## config.mk

```make
export PLATFORM = sky130hd
export DESIGN_NAME = pipe_stage_reg_flat
export DESIGN_NICKNAME = d
export VERILOG_FILES = /design/src/rtl/pipe_stage_reg_if.sv /design/src/rtl/pipe_stage_reg.sv /design/src/flat_wrapper.sv
export SDC_FILE = /design/constraint.sdc
export NUM_CORES = 1
export LEC_CHECK = 0
export ABC_AREA = 0
export BUFFER_PORTS_ARGS = -buffer_cell sky130_fd_sc_hd__buf_2
export CAP_MARGIN = 20
export CORE_ASPECT_RATIO = 1.1
export CORE_MARGIN = 2
export CORE_UTILIZATION = 53
export DETAILED_ROUTE_END_ITERATION = 7
export PLACE_DENSITY = 0.81
export SYNTH_ARGS = -nofsm -noshare
export SYNTH_HDL_FRONTEND = slang
export SYNTH_SLANG_ARGS = --single-unit
```

## constraint.sdc

```tcl
create_clock -name clk -period 1.83 [get_ports clk]
set_input_delay 0.549 -clock clk [delete_from_list [all_inputs] [get_ports clk]]
set_output_delay 0.549 -clock clk [all_outputs]
set_load 0.05 [all_outputs]
```

## src/rtl/pipe_stage_reg_if.sv

```systemverilog
// Stage-boundary bundle: upstream handshake, downstream handshake and pipeline controls.
interface pipe_stage_reg_if #(
  parameter int unsigned DATA_W = 68
) ();
  logic              in_valid;
  logic              in_ready;
  logic [DATA_W-1:0] in_data;
  logic              out_valid;
  logic              out_ready;
  logic [DATA_W-1:0] out_data;
  logic              stall;
  logic              flush;
  logic [1:0]        occ;

  // Driving side: upstream producer, downstream consumer and hazard control together.
  modport master (
    output in_valid, in_data, out_ready, stall, flush,
    input  in_ready, out_valid, out_data, occ
  );

  // The stage register itself.
  modport slave (
    input  in_valid, in_data, out_ready, stall, flush,
    output in_ready, out_valid, out_data, occ
  );
endinterface

```

## src/rtl/pipe_stage_reg.sv

```systemverilog
// Reusable pipeline-stage register with valid/ready handshake, stall, flush and an
// optional skid entry that makes in_ready a flop.
module pipe_stage_reg #(
  parameter int unsigned       DATA_W   = 68,
  parameter logic [DATA_W-1:0] NOP_DATA = '0,
  parameter int unsigned       SKID     = 1
) (
  input logic             clk,
  input logic             rst,
  pipe_stage_reg_if.slave bus
);

  typedef enum logic [1:0] {StEmpty, StOne, StFull} state_e;

  state_e            state_q, state_d;
  logic [DATA_W-1:0] main_q, main_d;
  logic [DATA_W-1:0] skid_q, skid_d;
  logic              in_ready_q, in_ready_d;

  logic              out_valid;
  logic              in_ready;
  logic              in_fire;
  logic              out_fire;

  // Handshake qualifiers; flush suppresses acceptance, stall suppresses consumption.
  always_comb begin
    out_valid = (state_q != StEmpty);
    out_fire  = out_valid & bus.out_ready & ~bus.stall;
    in_ready  = (SKID != 0) ? in_ready_q : (~out_valid | out_fire);
    in_fire   = bus.in_valid & in_ready & ~bus.flush;
  end

  // State register; reset discards held beats without waiting for a clock.
  always_ff @(posedge clk or negedge rst) begin
    if (!rst) begin
      state_q    <= StEmpty;
      main_q     <= NOP_DATA;
      skid_q     <= NOP_DATA;
      in_ready_q <= 1'b1;
    end else begin
      state_q    <= state_d;
      main_q     <= main_d;
      skid_q     <= skid_d;
      in_ready_q <= in_ready_d;
    end
  end

  // Next-state: occupancy transitions and payload movement, flush overriding all.
  always_comb begin
    state_d = state_q;
    main_d  = main_q;
    skid_d  = skid_q;
    if (bus.flush) begin
      state_d = StEmpty;
      main_d  = NOP_DATA;
      skid_d  = NOP_DATA;
    end else begin
      unique case (state_q)
        StEmpty: begin
          if (in_fire) begin
            main_d  = bus.in_data;
            state_d = StOne;
          end
        end
        StOne: begin
          if (in_fire && out_fire) begin
            main_d = bus.in_data;
          end else if (in_fire) begin
            // Only reachable with a skid entry; without one in_ready implies out_fire here.
            if (SKID != 0) begin
              skid_d  = bus.in_data;
              state_d = StFull;
            end
          end else if (out_fire) begin
            main_d  = NOP_DATA;
            state_d = StEmpty;
          end
        end
        StFull: begin
          if (out_fire) begin
            main_d  = skid_q;
            skid_d  = NOP_DATA;
            state_d = StOne;
          end
        end
        default: begin
          state_d = StEmpty;
          main_d  = NOP_DATA;
          skid_d  = NOP_DATA;
        end
      endcase
    end
    // Registered ready: accept next cycle unless both entries will be occupied.
    in_ready_d = (state_d != StFull);
  end

  // Outputs: main entry drives downstream; it holds NOP_DATA whenever the stage is empty.
  always_comb begin
    bus.out_valid = out_valid;
    bus.out_data  = main_q;
    bus.in_ready  = in_ready;
    unique case (state_q)
      StEmpty: bus.occ = 2'd0;
      StOne:   bus.occ = 2'd1;
      StFull:  bus.occ = 2'd2;
      default: bus.occ = 2'd0;
    endcase
  end

endmodule
```

## src/flat_wrapper.sv

```systemverilog
// flat-port wrapper written by rule: the top's interface ports become plain ports
module pipe_stage_reg_flat 
#(
  parameter int unsigned       DATA_W   = 68,
  parameter logic [DATA_W-1:0] NOP_DATA = '0,
  parameter int unsigned       SKID     = 1
)
  (clk, rst, bus_in_valid, bus_in_data, bus_out_ready, bus_stall, bus_flush, bus_in_ready, bus_out_valid, bus_out_data, bus_occ);
  pipe_stage_reg_if #(.DATA_W(DATA_W)) bus_i ();
  input logic clk;
  input logic rst;
  input wire logic [$bits(bus_i.in_valid)-1:0] bus_in_valid;
  input wire logic [$bits(bus_i.in_data)-1:0] bus_in_data;
  input wire logic [$bits(bus_i.out_ready)-1:0] bus_out_ready;
  input wire logic [$bits(bus_i.stall)-1:0] bus_stall;
  input wire logic [$bits(bus_i.flush)-1:0] bus_flush;
  output wire logic [$bits(bus_i.in_ready)-1:0] bus_in_ready;
  output wire logic [$bits(bus_i.out_valid)-1:0] bus_out_valid;
  output wire logic [$bits(bus_i.out_data)-1:0] bus_out_data;
  output wire logic [$bits(bus_i.occ)-1:0] bus_occ;
  assign bus_i.in_valid = bus_in_valid;
  assign bus_i.in_data = bus_in_data;
  assign bus_i.out_ready = bus_out_ready;
  assign bus_i.stall = bus_stall;
  assign bus_i.flush = bus_flush;
  assign bus_in_ready = bus_i.in_ready;
  assign bus_out_valid = bus_i.out_valid;
  assign bus_out_data = bus_i.out_data;
  assign bus_occ = bus_i.occ;
  pipe_stage_reg #(.DATA_W(DATA_W), .NOP_DATA(NOP_DATA), .SKID(SKID)) u_core (.clk(clk), .rst(rst), .bus(bus_i));
endmodule
```

==> impl_metrics.csv, run 1 <==
group,metric,value,unit
synth,synth_seq_cells,139,
synth,ys_warn_count,0,
die,chipWidth,104,µm
worst_hold_path,hp-class,"in -> async",
cts,clkTransAtPathRegs,0.06,ns
synth,yosys.area.top_type,"dfrtp_1",
placement,dpl.hpwl,9610,µm
cts,hold_buffers,0,
pwr,seqPwrFrac,38.8,%
die,initial_core_util,53.9,%
grt,gr-total-overflow,0,
timing,fin_crit_sh,99.6,%
cts,cts_tree,"yes",
synth,syn_nets,553,
timing,finalSetupTns,0,ns
synth,synth.area.top_cells,"dfrtp_1, a22o_1, o2bb2ai_1, nor2b_1, a21oi_1",
grt,grt_antenna_before_repair,0,
die,rows,40,
timing,relSlewSlack,62.3,%
critical_path,reg2regPathDepth,5,
critical_path,cp_max_fo,5,
critical_path,r2r_end,"u_core.bus.out_data[23]$_DFFE_PN0P_",
critical_path,critPathLaunch,"u_core.state_q[0]$_DFF_PN0_",
critical_path,cpPeakStageDelay,0.46,ns
placement,io_buffers,145,
critical_path,crit_arrival,1.27,ns
critical_path,cp.required,1.28,ns
pwr,combinationalPowerShare,16.3,%
timing,period_needed,1.82,ns
cts,clock_latency,0.41,ns
placement,gp_congestion,0.772,
critical_path,crit_type,"reg -> out",
synth,ys_seq_area_share,59.4,%
status,outcome,"completed",
timing,fmaxAchievable,0.548,GHz
run,drv_cap,0,
die,die_area,0.0119,mm²
critical_path,worstSetupStartpointType,"flop",
timing,rsz0062_at_grt,"true",
timing,slew_viol_final,0,
timing,tightest_slew,0.565,ns
timing,whs,0.0444,ns
critical_path,rr_startpoint,"u_core.state_q[0]$_DFF_PN0_",
cells_and_area,antenna_cells,0,
critical_path,path_cells,"or2_4 -> buf_6",
route,drtIter0Drc,326,
timing,skew,0.00974,ns
grt,grt_pass1_vias,4744,
route,final_antenna_net_count,0,
cts,cts.sinks,139,
cts,root_buffer,"clkbuf_16",
pwr,p_leak,0.00372,µW
die,core,0.0109,mm²
die,io_pins,146,
cts,cts_buffer_depth,2,
cells_and_area,fin_nets,696,
grt,grt_pass1_wl,24700,µm
route,detail_route.wl_per_cell,19.2,µm
pwr,clkPwrFrac,44.8,%
route,firstDrtPassIters,5,
route,vias,4633,
route,routed_via_density,5.93,
critical_path,worst_setup_path_end_kind,"output pin",
pwr,switchingPower,2410,µW
grt,grtUsageTotal,26.3,%
timing,finalSetupViolations,0,
route,routed_wl,15000,µm
grt,grt_max_degree,52,
die,dieHeight,114,µm
critical_path,crit_end,"bus_out_valid",
synth,syn-cell-area,0.00586,mm²
pwr,p_per_area,1160,mW/mm²
pwr,p_sw_share,27.6,%
cells_and_area,drive_above_1_share,33.4,%
synth,ys_types,31,
pwr,peakVddDrop,0.562,mV
pwr,power.internal,6300,µW
cts,cts_buffers,17,
route,drc,0,
critical_path,rrSetupSlack,0.07,ns
synth,syn_inst,479,
timing,hold_viol,0,
synth,yosysTopAreaCellShare,59.0,%
cts,h-tree-depth,4,
synth,avgSynthCellArea,12.2,µm²
critical_path,crit_slowest_cell,"dfrtp_2",
cells_and_area,synthToLayoutAreaGrowth,28.4,%
-- state kept, by name, summed over array words and instances, names as in the netlist --
name / flops
u_core.bus.out_data: 68
u_core.state_q: 2
u_core.skid_q: 68
u_core.bus.in_ready: 1
-- layout make-up --
type	count	area, µm²
repair buffers	168	1010
flip-flops and latches	139	3480
inverters	2	7.51
clock buffers	19	453
multi-input cells	294	2160
well taps	147	184
clock inverters	12	219
fillers	789	3340
-- per-layer routing --
metal | wire length, µm | global-route usage (%) | vias up
met5 | 0 | 0 | -
met4 | 170 | 8.38 | 0
met3 | 988 | 5.81 | 15
met2 | 7270 | 41.8 | 204
met1 | 6540 | 36.4 | 2336
li1 | - | - | 2078
-- placed cells by master, fill, tap and decap left out, types with 2 or more instances in the layout --
cell type   netlist  routed
a21oi_1          68      68
a22o_1           68      68
buf_12            0       7
buf_2            19     140
buf_4             2      17
buf_6             6       4
bufinv_16         0       6
clkbuf_16         0      17
clkbuf_8          0       2
clkinv_2          0       3
clkinvlp_4        0       2
dfrtp_1         138     136
dfrtp_2           0       2
nand2b_4          1       2
nor2b_1          69      68
o2bb2ai_1        68      68
-- worst min path at each step --
stage                                        startpoint                                   to  slack (ns)  cells past startpoint
finish                                              rst  u_core.bus.out_data[59]$_DFFE_PN0P_        0.04                      1
global placement                                    rst  u_core.bus.out_data[63]$_DFFE_PN0P_        0.47                      1
global route                                        rst        u_core.skid_q[63]$_DFFE_PN0P_        0.05                      1
floorplan                                           rst   u_core.bus.out_data[0]$_DFFE_PN0P_        0.25                      0
detailed placement  u_core.bus.out_data[13]$_DFFE_PN0P_  u_core.bus.out_data[13]$_DFFE_PN0P_        0.47                      1
CTS                                                 rst  u_core.bus.out_data[63]$_DFFE_PN0P_        0.05                      1
-- cell usage after synthesis (all sizes together) --
cell type  instances
nor2b             69
a221o              1
dfstp              1
a21oi             69
nand4              1
nand3              1
dfrtp            138
o21bai             1
a211o              1
a21o               1
nor4               1
a31oi              1
o22ai              1
or3                1
nor2               1
nand2b             3
clkbuf            17
or2                1
inv                2
buf               27
a211oi             1
o21ai              1
o2bb2ai           68
nand2              2
a22o              68
and2b              1
-- power by group through the flow --
stage / logic (µW) / registers [µW] / clock network (µW)
floorplan: 487 / 3850 / 0
global placement: 1370 / 3420 / 0
detailed placement: 1410 / 3430 / 0
CTS: 1430 / 3380 / 3950
global route: 1520 / 3400 / 4090
finish: 1420 / 3380 / 3900
-- metrics by stage --
stage	total power, µW	cells	instance area (µm²)	util [%]	setup WS, ns
CTS	8760	781	7520	69.3	-0.00871
finish	8710	781	7520	69.3	0.00682
global placement	4790	747	6790	62.6	-0.00424
detailed placement	4830	747	6790	62.6	-0.0401
global route	9010	781	7520	69.3	-0.0414
floorplan	4340	479	5860	-	0.0227
-- worst max-delay path: cells and delay by family (launching register included) --
family | cells | cell delay [ns]
AND/OR/NAND/NOR | 1 | 0.26
buffers and inverters | 1 | 0.15
flip-flops | 1 | 0.46
-- cell families after synthesis --
logic type / synth area share [%]
and+or+nand+nor: 8.95
DFF: 59.4
AOI/OAI and AO/OA: 27.4
buffers and inverters: 4.25
-- what timing repair did --
item | CTS | global route
buffers inserted | 3 | 0
setup endpoints to repair | 4 | 32
gates resized for setup | 10 | 1
Note: power is estimated with default switching activity, not from simulation.
==> run 2, diff against run 1 <==
--- a/config.mk
+++ b/config.mk
@@ -13,6 +13,8 @@
 export CORE_UTILIZATION = 53
 export DETAILED_ROUTE_END_ITERATION = 7
 export PLACE_DENSITY = 0.81
+export RECOVER_POWER = 100
+export SKIP_LAST_GASP = 1
 export SYNTH_ARGS = -nofsm -noshare
 export SYNTH_HDL_FRONTEND = slang
 export SYNTH_SLANG_ARGS = --single-unit
==> run 2 against run 1 <==
Design area is 1.0% lower. Count of clock-buffer cells in the layout unchanged. Non-clock buffer count is the same. Global-route usage unchanged. Worst hold slack better by 0.23 ns. Critical path depth stayed put. Sequential power about the same. Sequential cell count unchanged. Utilization shrank 0.71 points. Register-to-register slack hardly changed. Maximum frequency fell by 0.17%. Largest cell class unchanged. Largest power group unchanged.
==> impl_metrics.csv, run 2 (synthesis results as in run 1) <==
group,metric,value,unit
cts,hold_buffers,0,
die,core,0.0109,mm²
route,detail_route.wl_per_cell,19.2,µm
cells_and_area,final_cell_mix,"dfrtp_1, buf_2, clkbuf_2",
grt,grt_pass1_vias,4744,
status,outcome,"completed",
cells_and_area,fin_nets,696,
critical_path,crit_arrival,1.28,ns
timing,skew,0.00952,ns
cells_and_area,final_common_cell,"dfrtp_1",
pwr,p_per_area,1170,mW/mm²
die,die_area,0.0119,mm²
cts,cts.sinks,139,
critical_path,worstSetupStartpointType,"flop",
placement,dpl.hpwl,9610,µm
cts,cts_buffer_depth,2,
route,routed_via_density,5.91,
timing,finalSetupTns,0,ns
cts,h-tree-depth,4,
die,dieHeight,114,µm
grt,grt_antenna_before_repair,0,
grt,gr-total-overflow,0,
pwr,peakVddDrop,0.562,mV
route,vias,4614,
route,routed_wl,15000,µm
critical_path,cpPeakStageDelay,0.46,ns
critical_path,path_cells,"or2_4 -> buf_6",
critical_path,crit_slowest_cell,"dfrtp_2",
grt,grt_pass1_wl,24700,µm
grt,grtUsageTotal,26.3,%
grt,grtUsageMet1,36.4,%
cts,clkTransAtPathRegs,0.06,ns
route,final_antenna_net_count,0,
die,initial_core_util,53.9,%
timing,rsz0062_at_grt,"true",
critical_path,worst_setup_path_end_kind,"output pin",
grt,top_usage_layer,"met2",
die,chipWidth,104,µm
cts,clock_latency,0.41,ns
timing,slew_viol_final,0,
route,drc,0,
worst_hold_path,hp-class,"in -> async",
grt,grt_use_met3,5.81,%
cts,root_buffer,"clkbuf_16",
cells_and_area,multiInputGateArea,0.00216,mm²
grt,use_met2,41.8,%
pwr,p_leak,0.00364,µW
cells_and_area,antenna_cells,0,
cells_and_area,drive_above_1_share,33.0,%
route,drtIter0Drc,322,
critical_path,cp.required,1.28,ns
placement,io_buffers,145,
timing,fin_crit_sh,99.8,%
timing,finalSetupViolations,0,
route,firstDrtPassIters,5,
critical_path,cp_max_fo,5,
die,io_pins,146,
run,drv_cap,0,
timing,fmaxAchievable,0.548,GHz
timing,whs,0.278,ns
timing,hold_viol,0,
cts,cts_tree,"yes",
die,rows,40,
timing,tightest_slew,0.947,ns
cts,cts_buffers,17,
grt,grt_max_degree,52,
placement,gp_congestion,0.772,
timing,period_needed,1.83,ns
cells_and_area,synthToLayoutAreaGrowth,27.1,%
timing,relSlewSlack,36.8,%
cells_and_area,nFillCells,802,
critical_path,crit_type,"reg -> out",
cells_and_area,regArea,0.00348,mm²
[run 2: changes by cell type in the layout (fill, tap and decap cells not counted)]
cell and delta:
clkbuf_2 +73, buf_2 -67, buf_4 -6, buf_12 -5
clkbuf_1 +3, buf_6 +1, buf_8 +1
[run 2: stage by stage]
| step | cell area [µm²] | worst slack, ns | cells | power (µW) | utilization (%) |
|---|---|---|---|---|---|
| final | 7440 | 0.00380 | 781 | 8680 | 68.5 |
| after global routing | 7440 | -0.0414 | 781 | 8980 | 68.5 |
| after global placement | 6790 | -0.00424 | 747 | 4790 | 62.6 |
| after floorplan | 5860 | 0.0227 | 479 | 4340 | - |
| after CTS | 7520 | -0.00871 | 781 | 8760 | 69.3 |
| after detailed placement | 6790 | -0.0401 | 747 | 4830 | 62.6 |
[run 2: layout make-up]
| class | count | share of cell area [%] |
|---|---|---|
| multi-input cells | 294 | 29.0 |
| clock inverters | 12 | 2.94 |
| repair buffers | 168 | 12.6 |
| inverters | 2 | 0.101 |
| well taps | 147 | 2.47 |
| flip-flops and latches | 139 | 46.8 |
| clock buffers | 19 | 6.09 |
[run 2: critical path: cells and delay by family, from the launching register on]
family	cells	cell delay, ns
flip-flops	1	0.46
AND/OR/NAND/NOR	1	0.26
buffers and inverters	1	0.15
[run 2: worst paths after layout]
check,from,endpoint,slack (ns),cells after the start
setup / recovery,u_core.state_q[0]$_DFF_PN0_,bus_out_valid,0.004,2
hold reg to reg,u_core.bus.out_data[54]$_DFFE_PN0P_,u_core.bus.out_data[54]$_DFFE_PN0P_,0.49,1
min in group clk,bus_in_data[12],u_core.skid_q[12]$_DFFE_PN0P_,0.36,2
max in group asynchronous,rst,u_core.skid_q[20]$_DFFE_PN0P_,0.29,2
setup reg to reg,u_core.state_q[0]$_DFF_PN0_,u_core.bus.out_data[23]$_DFFE_PN0P_,0.06,5
hold / removal,rst,u_core.bus.out_data[63]$_DFFE_PN0P_,0.28,1
[run 2: per-layer routing]
| metal | wire length [µm] | up-vias | part of all wire, % |
|---|---|---|---|
| li1 | - | 2068 | - |
| met1 | 6720 | 2358 | 45 |
| met2 | 7320 | 175 | 49 |
| met3 | 788 | 13 | 5.3 |
| met4 | 161 | 0 | 1.1 |
| met5 | 0 | - | 0 |
[run 2: what timing repair did]
action / 4_1_cts / 5_1_grt
hold endpoints to repair: 0 / 0
endpoints found under the setup margin: 4 / 32
gates resized for setup: 10 / 1
setup buffers: 3 / 0
[run 2: power by group]
group	switching, µW	total (µW)	internal, µW
clock	1290	3900	2620
combinational	997	1390	396
sequential	125	3390	3260
==> run 3, diff against run 2 <==
==> constraint.sdc (replaced) <==
create_clock -name clk -period 1.83 [get_ports clk]
set_input_delay 0.183 -clock clk [delete_from_list [all_inputs] [get_ports clk]]
set_output_delay 0.183 -clock clk [all_outputs]
set_load 0.05 [all_outputs]
==> run 3 against run 2 <==
Register-to-register slack better by 0.04 ns. Global-route usage down 0.27 points. Critical path type is now reg -> reg. Final cell count is 0.51% higher. Combinational power about the same. Design area decreased by 0.59%. Clock power is 14% lower. First-iteration DRC count up 1.9%. Sequential power hardly changed.
==> impl_metrics.csv, run 3 (synthesis results as in run 1) <==
group,metric,value,unit
status,outcome,"completed",
die,initial_core_util,53.9,%
cts,clock_latency,0.41,ns
cells_and_area,finalNonFillerCells,785,
placement,post-place-ws,0.129,ns
critical_path,rr_startpoint,"u_core.bus.in_ready$_DFF_PN1_",
cells_and_area,synthToLayoutAreaGrowth,26.3,%
timing,fin_crit_sh,94.8,%
timing,finalSetupViolations,0,
placement,dpl.hpwl,9250,µm
cells_and_area,drive_above_1_share,20.5,%
cts,cts.sinks,139,
route,drc,0,
critical_path,cp.required,2.11,ns
die,chipWidth,104,µm
die,die_area,0.0119,mm²
worst_hold_path,hp-class,"in -> reg",
pwr,p_leak,0.00342,µW
route,firstDrtPassIters,5,
timing,tightest_slew,1.22,ns
cts,clkTransAtPathRegs,0.06,ns
cts,h-tree-depth,4,
cts,root_buffer,"clkbuf_16",
critical_path,worst_setup_path_end_kind,"flop",
route,routed_via_density,5.93,
timing,fmaxAchievable,0.577,GHz
critical_path,cpPeakStageDelay,0.57,ns
die,dieHeight,114,µm
grt,grt_antenna_before_repair,0,
cells_and_area,fin_nets,701,
route,vias,4652,
timing,slew_viol_final,0,
run,drv_cap,0,
cells_and_area,final_area,0.00740,mm²
route,detail_route.wl_per_cell,18.9,µm
critical_path,reg2regPathDepth,5,
placement,place_area,0.00677,mm²
grt,gr-total-overflow,0,
cells_and_area,final_common_cell,"dfrtp_1",
grt,grt_max_degree,53,
timing,period_needed,1.73,ns
pwr,peakVddDrop,0.881,mV
critical_path,worstSetupStartpointType,"flop",
timing,relSlewSlack,18.8,%
pwr,p_per_area,1100,mW/mm²
die,core,0.0109,mm²
critical_path,crit_buf_inv,1,
critical_path,crit_family,"compound AO/OA/AOI/OAI gates",
die,rows,40,
critical_path,critPathLaunch,"u_core.bus.in_ready$_DFF_PN1_",
route,routed_wl,14900,µm
timing,skew,0.00921,ns
cts,cts_buffers,17,
die,io_pins,146,
route,drtIter0Drc,328,
placement,placedCellCount,742,
cts,cts_buffer_depth,2,
cts,cts_tree,"yes",
critical_path,crit_slowest_cell,"dfstp_2",
critical_path,cp_max_fo,49,
critical_path,crit_arrival,2.02,ns
route,final_antenna_net_count,0,
grt,grt_pass1_wl,24300,µm
timing,hold_viol,0,
timing,timing.final.ws_setup,0.0959,ns
placement,gp_congestion,0.794,
critical_path,path_cells,"nand2_1 -> o21bai_1 -> a21oi_4 -> buf_6 -> a22o_1",
cells_and_area,post-route-util,68.1,%
worst_hold_path,min_from,"bus_in_data[10]",
cells_and_area,final_cell_mix,"dfrtp_1, buf_2, clkbuf_1",
critical_path,crit_type,"reg -> reg",
worst_hold_path,worstHoldPathCells,2,
placement,io_buffers,145,
grt,grt_pass1_vias,4705,
cells_and_area,antenna_cells,0,
critical_path,cp.depth,5,
grt,grtUsageTotal,26.0,%
run 3: cell types whose count changed in the layout (fill, tap and decap cells not counted), moves of 2 or more:
cell,change
clkbuf_8,+2
buf_4,-4
clkbuf_2,-69
clkbuf_1,+67
dlygate4sd3_1,+9
bufinv_16,-4
buf_6,-3
buf_12,+5
run 3: final cells by class:
class                           instances  area [µm²]
Inverter                                2        7.51
Fill cell                             835        3460
Timing Repair Buffer                  173        1000
Sequential cell                       139        3480
Multi-Input combinational cell        294        2150
Tap cell                              147         184
Clock inverter                          7        90.1
Clock buffer                           23         488
run 3: path summary, 6_finish.rpt:
check                                                            to  slack, ns
worst max-delay path                  u_core.skid_q[18]$_DFFE_PN0P_        0.1
worst min-delay path                  u_core.skid_q[10]$_DFFE_PN0P_       0.01
worst max register to register        u_core.skid_q[18]$_DFFE_PN0P_        0.1
worst min register to register  u_core.bus.out_data[56]$_DFFE_PN0P_       0.49
max in group asynchronous       u_core.bus.out_data[11]$_DFFE_PN0P_       0.40
min in group asynchronous       u_core.bus.out_data[59]$_DFFE_PN0P_       0.59
run 3: power by group:
part | total (µW) | internal [µW] | leakage (µW) | switching (µW)
clock network | 3340 | 2130 | 0.000281 | 1210
logic | 1380 | 382 | 0.00125 | 994
registers | 3390 | 3260 | 0.00189 | 126
run 3: metal layers:
metal	global-route usage (%)	wire length, µm	up-vias	part of all wire [%]
met4	9.64	238	0	1.6
met2	42.1	7270	200	49
met3	6.94	1050	26	7.1
met5	0	0	-	0
met1	34.1	6300	2330	42
li1	-	-	2096	-
run 3: worst register-to-register path: stages (launching register included):
cell and delay, ns:
dfstp_2 0.57, nand2_1 0.15, o21bai_1 0.26, a21oi_4 0.09, buf_6 0.23, a22o_1 0.31
run 3: repair_timing:
item,4_1_cts,5_1_grt
cloned,1,0
setup endpoints to repair,1,1
pin swaps,0,0
gates resized for setup,3,1
hold buffers,9,0
setup buffers,1,2
hold endpoints to repair,52,0
run 3: through the flow:
step / hold slack (ns) / total power, µW / TNS, ns
2_1_floorplan: -0.113 / 4340 / 0
3_3_place_gp: 0.144 / 4780 / 0
3_5_place_dp: 0.148 / 4820 / 0
4_1_cts: 0.00141 / 8200 / 0
5_1_grt: 0.000253 / 8430 / -0.000760
6_report: 0.0140 / 8100 / 0
